**src/rtl/noc_pe_sequencer.sv**
```systemverilog
// noc_pe_sequencer: gathers operands from the network and/or configured constants,
// drives a combinational 64-bit operator, and injects the result as a one-flit packet.
module noc_pe_sequencer #(
    parameter int unsigned DATA_W    = 64,
    parameter int unsigned DEST_W    = 4,
    parameter int unsigned BUF_DEPTH = 8,
    parameter int unsigned CNT_W     = 4
) (
    input  logic                     CLK,
    input  logic                     RST,
    input  logic                     cfg_valid,
    output logic                     cfg_ready,
    input  logic [DEST_W-1:0]        cfg_dest,
    input  logic                     cfg_vc,
    input  logic [1:0]               cfg_src_mask,
    input  logic [DATA_W-1:0]        cfg_op_a,
    input  logic [DATA_W-1:0]        cfg_op_b,
    input  logic                     cfg_repeat,
    input  logic                     cfg_stop,
    input  logic [DATA_W+DEST_W+2:0] rx_flit,
    output logic [1:0]               rx_credit,
    output logic                     rx_credit_en,
    output logic [DATA_W-1:0]        op_a,
    output logic [DATA_W-1:0]        op_b,
    input  logic [DATA_W-1:0]        op_result,
    output logic [DATA_W+DEST_W+2:0] tx_flit,
    input  logic [1:0]               tx_credit,
    output logic                     busy,
    output logic                     done,
    output logic                     err
);

    localparam int unsigned FLIT_W  = DATA_W + DEST_W + 3;
    localparam int unsigned VALID_B = FLIT_W - 1;
    localparam int unsigned VC_B    = DATA_W;
    localparam int unsigned NUM_VC  = 2;

    typedef enum logic [1:0] {
        ST_IDLE    = 2'd0,
        ST_COLLECT = 2'd1,
        ST_EXEC    = 2'd2,
        ST_SEND    = 2'd3
    } state_e;

    state_e              state_q, state_d;
    logic [DEST_W-1:0]   dest_q, dest_d;
    logic                vc_q, vc_d;
    logic [1:0]          mask_q, mask_d;
    logic                repeat_q, repeat_d;
    logic                stop_q, stop_d;
    logic                a_got_q, a_got_d;
    logic [DATA_W-1:0]   op_a_q, op_a_d;
    logic [DATA_W-1:0]   op_b_q, op_b_d;
    logic [DATA_W-1:0]   result_q, result_d;
    logic [CNT_W-1:0]    credit_q [NUM_VC];
    logic [CNT_W-1:0]    credit_d [NUM_VC];
    logic [FLIT_W-1:0]   tx_flit_q, tx_flit_d;
    logic [1:0]          rx_credit_q, rx_credit_d;
    logic                rx_credit_en_q, rx_credit_en_d;
    logic                cfg_ready_q, cfg_ready_d;
    logic                busy_q, busy_d;
    logic                done_q, done_d;
    logic                err_q, err_d;

    logic                rx_valid;
    logic [DATA_W-1:0]   rx_data;
    logic                sending;
    logic [NUM_VC-1:0]   cr_dec;
    logic [NUM_VC-1:0]   cr_inc;
    logic [DEST_W:0]     rx_hdr_unused;

    assign rx_valid      = rx_flit[VALID_B];
    assign rx_data       = rx_flit[DATA_W-1:0];
    assign rx_hdr_unused = rx_flit[FLIT_W-2:VC_B+1];
    // A registered valid tx flit means this cycle is the injection cycle
    assign sending       = tx_flit_q[VALID_B];

    // Next-state, operand capture, credit bookkeeping and registered-output lookahead
    always_comb begin
        state_d        = state_q;
        dest_d         = dest_q;
        vc_d           = vc_q;
        mask_d         = mask_q;
        repeat_d       = repeat_q;
        stop_d         = stop_q;
        a_got_d        = a_got_q;
        op_a_d         = op_a_q;
        op_b_d         = op_b_q;
        result_d       = result_q;
        credit_d       = credit_q;
        err_d          = err_q;
        tx_flit_d      = '0;
        cr_dec         = '0;
        cr_inc         = '0;
        rx_credit_en_d = rx_valid;
        rx_credit_d    = {rx_valid, rx_valid & rx_flit[VC_B]};
        done_d         = sending;

        // Every received flit is credited; only COLLECT may consume it
        if (rx_valid && (state_q != ST_COLLECT)) begin
            err_d = 1'b1;
        end

        if ((state_q != ST_IDLE) && cfg_stop) begin
            stop_d = 1'b1;
        end

        unique case (state_q)
            ST_IDLE: begin
                if (cfg_valid) begin
                    dest_d   = cfg_dest;
                    vc_d     = cfg_vc;
                    mask_d   = cfg_src_mask;
                    repeat_d = cfg_repeat;
                    a_got_d  = 1'b0;
                    op_a_d   = cfg_src_mask[0] ? '0 : cfg_op_a;
                    op_b_d   = cfg_src_mask[1] ? '0 : cfg_op_b;
                    state_d  = (cfg_src_mask == 2'b00) ? ST_EXEC : ST_COLLECT;
                end
            end
            ST_COLLECT: begin
                if (rx_valid) begin
                    if (mask_q[0] && !a_got_q) begin
                        op_a_d  = rx_data;
                        a_got_d = 1'b1;
                        if (!mask_q[1]) begin
                            state_d = ST_EXEC;
                        end
                    end else begin
                        op_b_d  = rx_data;
                        state_d = ST_EXEC;
                    end
                end
            end
            ST_EXEC: begin
                result_d = op_result;
                state_d  = ST_SEND;
            end
            ST_SEND: begin
                if (sending) begin
                    if (repeat_q && !(stop_q || cfg_stop)) begin
                        a_got_d = 1'b0;
                        state_d = (mask_q == 2'b00) ? ST_EXEC : ST_COLLECT;
                    end else begin
                        state_d = ST_IDLE;
                    end
                end
            end
            default: state_d = ST_IDLE;
        endcase

        if (state_d == ST_IDLE) begin
            stop_d = 1'b0;
        end

        // Send takes a credit, a return gives one back; both together cancel
        for (int v = 0; v < NUM_VC; v++) begin
            cr_dec[v] = sending && (vc_q == 1'(v));
            cr_inc[v] = tx_credit[1] && (tx_credit[0] == 1'(v));
            if (cr_inc[v] && !cr_dec[v]) begin
                if (credit_q[v] >= CNT_W'(BUF_DEPTH)) begin
                    err_d = 1'b1;
                end else begin
                    credit_d[v] = credit_q[v] + CNT_W'(1);
                end
            end else if (cr_dec[v] && !cr_inc[v]) begin
                credit_d[v] = credit_q[v] - CNT_W'(1);
            end
        end

        // Flit is registered, so launch it when next cycle is SEND with a credit
        if ((state_d == ST_SEND) && (credit_d[vc_q] != '0)) begin
            tx_flit_d = {1'b1, 1'b1, dest_q, vc_q, result_d};
        end

        cfg_ready_d = (state_d == ST_IDLE);
        busy_d      = (state_d != ST_IDLE);
    end

    // State and output registers with synchronous reset
    always_ff @(posedge CLK) begin
        if (RST) begin
            state_q        <= ST_IDLE;
            dest_q         <= '0;
            vc_q           <= 1'b0;
            mask_q         <= '0;
            repeat_q       <= 1'b0;
            stop_q         <= 1'b0;
            a_got_q        <= 1'b0;
            op_a_q         <= '0;
            op_b_q         <= '0;
            result_q       <= '0;
            for (int v = 0; v < NUM_VC; v++) begin
                credit_q[v] <= CNT_W'(BUF_DEPTH);
            end
            tx_flit_q      <= '0;
            rx_credit_q    <= '0;
            rx_credit_en_q <= 1'b0;
            cfg_ready_q    <= 1'b1;
            busy_q         <= 1'b0;
            done_q         <= 1'b0;
            err_q          <= 1'b0;
        end else begin
            state_q        <= state_d;
            dest_q         <= dest_d;
            vc_q           <= vc_d;
            mask_q         <= mask_d;
            repeat_q       <= repeat_d;
            stop_q         <= stop_d;
            a_got_q        <= a_got_d;
            op_a_q         <= op_a_d;
            op_b_q         <= op_b_d;
            result_q       <= result_d;
            credit_q       <= credit_d;
            tx_flit_q      <= tx_flit_d;
            rx_credit_q    <= rx_credit_d;
            rx_credit_en_q <= rx_credit_en_d;
            cfg_ready_q    <= cfg_ready_d;
            busy_q         <= busy_d;
            done_q         <= done_d;
            err_q          <= err_d;
        end
    end

    assign cfg_ready    = cfg_ready_q;
    assign rx_credit    = rx_credit_q;
    assign rx_credit_en = rx_credit_en_q;
    assign op_a         = op_a_q;
    assign op_b         = op_b_q;
    assign tx_flit      = tx_flit_q;
    assign busy         = busy_q;
    assign done         = done_q;
    assign err          = err_q;

endmodule

```
**config.mk**
```make
export PLATFORM = sky130hd
export DESIGN_NAME = noc_pe_sequencer
export DESIGN_NICKNAME = d
export VERILOG_FILES = /design/src/rtl/noc_pe_sequencer.sv
export SDC_FILE = /design/constraint.sdc
export NUM_CORES = 1
export LEC_CHECK = 0
export CAP_MARGIN = 0
export CORE_AREA = 2 2 188 190
export CTS_BUF_LIST = sky130_fd_sc_hd__clkbuf_16
export DETAILED_ROUTE_END_ITERATION = 12
export DIE_AREA = 0 0 190 192
export PLACE_DENSITY = 0.7
export SYNTH_ARGS = -nofsm -noshare
export SYNTH_HDL_FRONTEND = slang
export SYNTH_SLANG_ARGS = --single-unit
```
**constraint.sdc**
```tcl
create_clock -name CLK -period 2.05 [get_ports CLK]
set_input_delay 0.41 -clock CLK [delete_from_list [all_inputs] [get_ports CLK]]
set_output_delay 0.41 -clock CLK [all_outputs]
set_load 0.005 [all_outputs]
```
### Word-level counts from Yosys, hierarchy flattened

Index checks and enable logic that the tools add are counted.

| cells by class | value |
|---|---|
| bitwise operators | 5 |
| $add $sub $neg | 4 |
| reduce and logical (&&, ||, !) cells | 35 |
| $lt $le $gt $ge | 3 |
| eq/ne operators | 11 |
| multiplexer cells | 41 |

Operator list:

| kind | number |
|---|---|
| $mux W64 | 9 |
| $pmux W64 S2 | 2 |
| $mux W71 | 1 |
| $mux W4 | 9 |
| $mux W2 | 8 |
| $logic_and A1 B1 Y1 | 13 |
| $ne A2 B2 Y1 const B | 6 |
| $mux W1 | 10 |
| $add A4 B1 Y4 const B | 2 |
| $ge A4 B4 Y1 const B | 2 |
| $logic_not A2 Y1 | 4 |
| $pmux W2 S4 | 1 |
| $reduce_and A4 Y1 | 2 |
| $sub A4 B1 Y4 const B | 2 |
| $eq A2 B2 Y1 const B | 3 |
| $logic_not A1 Y1 | 6 |
| $reduce_and A6 Y1 | 1 |
| $reduce_bool A2 Y1 | 3 |
| $reduce_bool A4 Y1 | 1 |
| $reduce_or A2 Y1 | 2 |
| $not A1 Y1 | 3 |
| $pmux W1 S3 | 1 |
| $reduce_bool A3 Y1 | 1 |
| $eq A2 B1 Y1 const B | 1 |
| other kinds (6) | 6 |

| word-level totals | value |
|---|---|
| input port bits | 277 |
| register bits | 290 |
| output and inout bits | 206 |
| logic and storage cells | 119 |

### Logic depth before layout (Yosys ltp)

| depth | value |
|---|---|
| depth in word-level cells | 13 |
| mapped depth | 8 |
| gate-level depth less buffers | 6 |

### Least setup slack after synthesis

Ideal clock, no wire load.

| timing | value |
|---|---|
| kind | input -> register |
| start point | input port tx_credit[0] |
| end point | register tx_flit_q[48] (netlist: tx_flit[48]) |
| arrival time | 2.044 ns |
| data required time | 1.918 ns |
| path slack | -0.126 ns |
| path buffers | 2 |
| cell stages on the path | 7 |
| library setup time | 0.132 ns |
| path through | nand2b_1 > and3_1 > or3_1 > a221oi_2 > buf_2 > buf_2 > nor4_1 |

| between the ends | value |
|---|---|
| longest elaborated chain between the ends | 13 |
| elaborated cells between the ends (all ways) | 20 |
| those cells by class | mux (7); bitwise (2); reduce/logical (11) |

RTL lines:

| what | RTL line | source |
|---|---|---|
| start: declaration | 27 | `input logic [1:0] tx_credit,` |
| $not A1 Y1 | 159 | `cr_inc[v] = tx_credit[1] && (tx_credit[0] == 1'(v));` |
| $logic_and A1 B1 Y1 | 159 |  |
| $logic_not A1 Y1 | 166 | `end else if (cr_dec[v] && !cr_inc[v]) begin` |
| $logic_and A1 B1 Y1 | 166 |  |
| $mux W4 | 166 |  |
| $mux W4 | 160 | `if (cr_inc[v] && !cr_dec[v]) begin` |
| $mux W4 (not written as such) * (3 in series) | 172 | `if ((state_d == ST_SEND) && (credit_d[vc_q] != '0)) begin` |
| $reduce_bool A4 Y1 * | 172 |  |
| $logic_and A1 B1 Y1 * | 172 |  |
| $not A1 Y1 (no line) * | - |  |
| $reduce_or A2 Y1 (no line) * | - |  |
| end signal: assignment | 215 | `tx_flit_q <= tx_flit_d;` |
| end: declaration | 57 | `logic [FLIT_W-1:0] tx_flit_q, tx_flit_d;` |

Every way passes the cells marked *; elsewhere a longest branch is shown, timed or not. The select of a mux whose other input is x is not followed.
A chain may end at the register's enable or synchronous reset.

==> flow_summary.yaml <==
floorplanning:
  die_x_microns: 190
  coreArea_sq_mm: 0.0343
  initial_utilization_pct: 31.6
  dieArea_sq_mm: 0.0365
  ios: 483
  rows: 68
  die_y_microns: 192
detailed_routing:
  drtIter0Drc: 542
  drc: 0
  ant_nets: 0
  firstDrtPassIters: 7
  num_vias: 11000
  routed_wl_mm: 43.4
  via_per_inst: 5.20
  wl_per_cell_microns: 20.4
logic_synthesis:
  ys_warn_count: 0
  seq_area_frac_synth_pct: 53.2
  yosys.cell_types.count: 44
  netlist.area_leader.share_pct: 53.2
  synth-edff-count: 0
  ys.flop_type: "dfxtp_1"
  async_flop_share_pct: 0
  yosysTopAreaCell: "dfxtp_1"
  synthesis.area_sq_mm: 0.0108
  ys_ff_latch: 288
  avgSynthCellArea_sq_um: 9.59
  synth_cells: 1129
  synthTopCellsByArea: "dfxtp_1, a211oi_1, a22oi_1"
  syn-num-nets: 1410
clock_tree:
  cts_htree_levels: 1
  path_clk_slew_ps: 60
  clk_latency_ps: 560
  cts_tree: "yes"
  clockBufferDepth: 3
  clock-sinks: 288
  root_buffer: "clkbuf_16"
  holdBufCountCts: 0
  cts_buffers: 31
power_and_ir_drop:
  power_density_mw_per_mm2: 837
  ir_worst_vdd_mv: 0.609
  p_leak_nw: 6.67
run:
  cap_viol_max_count: 0
sta:
  max_freq_mhz: 482
  finClkSkew_ps: 14.4
  final_max_slew_viol_count: 0
  fin_ws_ps: -25.6
  relSlewSlack_pct: 61.9
  rsz0062_at_grt: "yes"
  hold_violations: 0
  finalCriticalPeriod_ps: 2080
  finalCritPeriodShare_pct: 101
  setup_viol: 29
  tightest_slew_ps: 572
placement:
  dpl_worst_slack_ps: -555
  post-place-cells: 2037
  dp_hpwl_mm: 28.7
  gp_congestion: 0.855
  io_buffers: 477
worst_hold_path:
  worstHoldPathType: "in2reg"
  hold_depth: 2
  hold_start: "RST"
  hold_path_end: "credit_q[4]"
setup_path:
  reg2regPathDepth: 8
  cp_max_fo: 9
  worstSetupPathType: "reg2reg"
  r2r_end: "tx_flit[34]"
  worstPathArrival_ps: 2500
  end_kind: "flop"
  cp-start-kind: "flop"
  required_ps: 2480
  regToRegStartpoint: "tx_flit[69]"
  reg2reg_slack_ps: -30
layout:
  syn_to_final_growth_pct: 70.2
  finish.utilization_pct: 53.8
  drive_above_1_share_pct: 13.3
  nFillCells: 2967
  fin_cells: 2122
  final_nets: 1921
status:
  status: "complete, but fails checks"
  violations: "setup timing"
global_route:
  grt_pass1_vias: 10400
  antenna_found_initial: 8
  grt_max_degree: 107
  grt_pass1_wl_mm: 59.6
  globalRouteOverflowTotal: 0
  grt_use_total_pct: 20.7
[sequential cells by signal (all words and copies together), names as in the netlist]
name / cells
credit_q: 8
op_a: 64
rx_credit: 2
op_b: 64
dest_q: 4
a_got_q: 1
state_q: 2
stop_q: 1
cfg_ready: 1
vc_q: 1
err: 1
result_q: 64
mask_q: 2
done: 1
busy: 1
repeat_q: 1
tx_flit: 70
[critical path, stage by stage (launching register included)]
cell	delay, ps
dfxtp_4	380
nor2b_4	230
buf_6	120
nor4b_2	40
or3_4	360
a221oi_4	330
buf_12	210
buf_6	200
nor4_2	70
[logic make-up after synthesis]
| family | after synthesis | share of synthesized area, % |
|---|---|---|
| mux | 64 | 5.92 |
| xor+xnor | 1 | 0.0809 |
| compound gates | 301 | 20.5 |
| fa+ha+maj | 4 | 0.462 |
| buf+inv | 126 | 5.04 |
| simple gates | 345 | 14.7 |
| flops | 288 | 53.2 |
[metrics by stage]
stage               TNS [ps]  area (sq um)  hold WS, ps  total power [mW]
finish                  -347         18400          136              15.4
global route           -3720         18400          122              16.1
CTS                        0         17800          119              15.3
detailed placement    -40680         16700          430              9.86
global placement      -35910         16700          426              9.81
floorplan              -3140         10800          414              7.80
[worst max path at each step]
stage | from | endpoint | slack [ps] | depth (start not counted)
finish | tx_flit[69] | tx_flit[34] | -30 | 8
global route | state_q[0] | tx_flit[63] | -110 | 7
CTS | credit_q[0] | tx_flit[35] | 0.4 | 8
detailed placement | tx_credit[0] | tx_flit[33] | -550 | 7
global placement | tx_credit[0] | tx_flit[9] | -510 | 7
floorplan | tx_flit[69] | tx_flit[63] | -50 | 8
[cell usage after synthesis (6+ instances only)]
cell type  instances
nand3_1            6
mux2i_1           64
clkbuf_1          88
nor2_1           206
nand2_1           22
and3_1             7
nor4_1            72
a21oi_1           20
dfxtp_1          288
a211oi_1         129
buf_6              7
o21ai_0            9
inv_1             14
a22oi_1          128
buf_2             10
[cell type report]
class / count / area (sq um) / area share (%)
timing repair buffer: 589 / 6150 / 33.3
sequential: 288 / 5780 / 31.3
multi-input combinational: 716 / 4900 / 26.6
clock buffer: 31 / 776 / 4.21
tap: 455 / 569 / 3.09
clock inverter: 22 / 196 / 1.07
inverter: 14 / 52.6 / 0.285
antenna: 7 / 17.5 / 0.0950
[routing by layer]
layer,part of all wire (%),routed length (microns),global-route usage [%],vias up
li1,-,-,-,5195
met1,39,16800,25.6,5240
met2,49,21400,34.5,534
met3,9.2,3990,5.92,68
met4,2.8,1200,7.33,2
met5,0.030,13,0,-
[report_power, final]
group | leakage (nW) | internal [mW] | switching (mW)
logic | 3.81 | 2.01 | 1.68
clock network | 0.497 | 3.12 | 2.33
registers | 2.36 | 6.06 | 0.239
[cells in the final DEF, fill, tap and decap left out, drive strengths merged, types with 2 or more instances in the layout]
cell type        n
nor3b            2
o2111ai          2
a211oi         129
buf            105
nor4            72
ha               4
nor2b            5
dfxtp          288
nand2           22
o31ai            2
clkinvlp         2
nor2           206
o21a             2
nand2b           3
clkdlybuf4s50  475
o21ai            9
a311oi           2
clkinv           8
inv             23
nor3             5
diode            7
o31a             2
a22oi          128
or4              2
and3             7
or3              5
a21oi           20
a221oi           2
nor4b            2
clkbuf          39
nand3            6
and2             5
bufinv           3
mux2i           64
[timing repair]
| action | 4_1_cts | 5_1_grt |
|---|---|---|
| resized for setup | 10 | 62 |
| pin swaps | 2 | 4 |
| gates cloned | 2 | 18 |
| setup buffers | 2 | 3 |
| endpoints found under the setup margin | 70 | 70 |
No activity file was read; power rests on OpenSTA's default activity.
==> RTL edit, RTL diff (same settings) <==
`op_a_q`, `op_b_q`, `result_q` and `tx_flit_q` no longer have a reset.
--- a/src/rtl/noc_pe_sequencer.sv
+++ b/src/rtl/noc_pe_sequencer.sv
@@ -188,11 +188,7 @@
             stop_q         <= 1'b0;
             a_got_q        <= 1'b0;
-            op_a_q         <= '0;
-            op_b_q         <= '0;
-            result_q       <= '0;
             for (int v = 0; v < NUM_VC; v++) begin
                 credit_q[v] <= CNT_W'(BUF_DEPTH);
             end
-            tx_flit_q      <= '0;
             rx_credit_q    <= '0;
             rx_credit_en_q <= 1'b0;
@@ -209,9 +205,5 @@
             stop_q         <= stop_d;
             a_got_q        <= a_got_d;
-            op_a_q         <= op_a_d;
-            op_b_q         <= op_b_d;
-            result_q       <= result_d;
             credit_q       <= credit_d;
-            tx_flit_q      <= tx_flit_d;
             rx_credit_q    <= rx_credit_d;
             rx_credit_en_q <= rx_credit_en_d;
@@ -221,4 +213,11 @@
             err_q          <= err_d;
         end
+    end
+
+    always_ff @(posedge CLK) begin
+        op_a_q    <= op_a_d;
+        op_b_q    <= op_b_d;
+        result_q  <= result_d;
+        tx_flit_q <= tx_flit_d;
     end
 
Formal check against the unedited RTL: not equivalent (a bounded check fails within 4 cycles, from zero or initial values and one cycle with RST high).
==> RTL edit against the unedited design <==
- hold slack gained 310 ps
- synthesized area rose by 0.39%
- sequential cell count stayed put
- total power grew 15%
- first-iteration DRC count down 9.8%
- via count fell by 23%
- register-to-register slack improved by 80 ps
- cell area is 1.8% lower
- non-clock buffer count fell by 41
- clock skew decreased by 5.0 ps
- routed wire length is 12% lower
- count of clock-buffer cells in the layout grew 3
- worst setup slack improved by 68 ps
- critical path type is now primary input to flop
==> RTL edit: results (changes against the unedited design) <==
The peak per-stage delay on the critical path was 490 ps (+110 ps). The flow ran to the end, and the final reports show no timing, DRC or antenna violations. The tools report the placed cell area as 16700 sq um (+0.18%). The final-layout clock-cell area share is 6.10% (+0.82 points). The run gives 8617 (-17%) as the via count of the first global-routing pass. The tools report the number of gates resized after CTS as 0 (-10).

Met3 track demand over resource: 7.82% (+1.9 points). The number of standard cells after synthesis is 734 (-35%). The inverter count of the layout excluding clock inverters works out to 10 (-4). The run gives 27800 microns (-3.1%) as the HPWL after detailed placement. Slowest library cell on the worst path: clkdlybuf4s50_1. The slew at the pin closest to its max-slew limit is 655 ps (+83.3 ps), and the count of buffers added by post-CTS timing repair for setup is 0 (-2).

After synthesis, the cell types taking the most area are edfxtp_1 35%, dfxtp_1 29%, a22o_1 10%, nor3b_2 7.9%, mux2_2 6.7%. The run gives 1742 (-18%) as the final non-filler cell total. The standby leakage power was 6.73 nW (+1.0%); the first-pass GRT wire length was 53100 microns (-11%). The number of vias per cell was 4.85 (-6.7%). The number of signal-net buffers in the layout was 548 (-7.0%).

The tools report the pre-CTS setup slack as -511 ps (+44.0 ps). The iteration count of the initial detailed-routing pass is 6 (-1). The tools report the layout net count as 1543 (-20%). Fraction of layout cells with a size suffix above 1: 23.0% (+9.7 points).

The count of flip-flops with a built-in enable after synthesis came out at 128 (+128). The tools report the met1 layer usage reported by global route as 21.2% (-4.5 points). The number of violations reported at the end of detailed-routing iteration 0 is 489 (-9.8%), and the number of distinct standard cells referenced by the synthesized netlist is 49 (+11%).

The worst clock skew on the final layout was 9.37 ps (-5.00 ps). The logs give 0.000886 V (+46%) for the worst voltage drop across the vdd grid and 64.8% (+12 points) for the post-synthesis sequential area ratio. The met2 capacity usage during global routing is 33.9% (-0.55 points), and the total wirelength of the detailed-routed design is 38200 microns (-12%).

The arrival time at the worst endpoint was 2410 ps (-90 ps); the sequential cell area share was 39.0% (+7.7 points). The post-route cell area came out at 18100 sq um (-1.8%). The tools report the multi-input combinational gate total as 380 (-47%). The maximum fanout along the worst path works out to 8 (-1). The logs give 34 (+9.7%) for the clock buffer count and 0.856 (+0.18%) for the global placer's final weighted congestion. The total global-route track usage was 19.4% (-1.4 points); the pin count of the biggest net entering global routing was 92 (-14%).
## RTL edit: changes by cell type after synthesis, moves of 9 or more
cell      delta
mux2i_1     -55
a211oi_1   -125
nor3b_2     +69
mux2_2      +65
dfxtp_1    -128
clkbuf_1    -59
a22o_1     +128
edfxtp_1   +128
a22oi_1    -127
nand2_1     -17
a21oi_1      -9
nor2_1     -179
nor4_1      -70
## RTL edit: cells by family after synthesis
| family | after synthesis | share of synthesized area, % |
|---|---|---|
| AO/OA/AOI/OAI | 167 | 12.8 |
| flip-flops | 288 | 64.8 |
| adder cells (fa/ha/maj) | 4 | 0.460 |
| AND/OR/NAND/NOR | 131 | 11.0 |
| XOR/XNOR | 3 | 0.242 |
| buffers and inverters | 67 | 3.14 |
| multiplexers | 74 | 7.56 |
## RTL edit: worst max-delay path: cells and delay by family
kind | cells | cell delay (ps)
xor gates and xnor gates | 1 | 280
buffers and inverters | 2 | 710
and+or+nand+nor | 3 | 380
AOI/OAI and AO/OA | 2 | 620
## RTL edit: layer usage
| layer | vias to the layer above | wire length [microns] |
|---|---|---|
| met5 | - | 27 |
| met4 | 4 | 1160 |
| met3 | 73 | 3930 |
| met2 | 407 | 19400 |
| met1 | 4108 | 13600 |
| li1 | 3860 | - |
## RTL edit: power by group
part	switching, W	leakage (nW)	internal (W)
registers	0.000306	2.58	0.00723
logic	0.00164	3.59	0.00259
clock network	0.00243	0.558	0.00356
total	0.00438	6.73	0.0134
## RTL edit: path summary, 6_finish.rpt
path	from	to	slack, ps	cells after the start
setup / recovery	tx_credit[0]	tx_flit[63]	40	8
hold / removal	tx_credit[1]	err	440	5
setup reg to reg	tx_flit[69]	tx_flit[63]	50	7
hold reg to reg	result_q[15]	result_q[15]	470	1
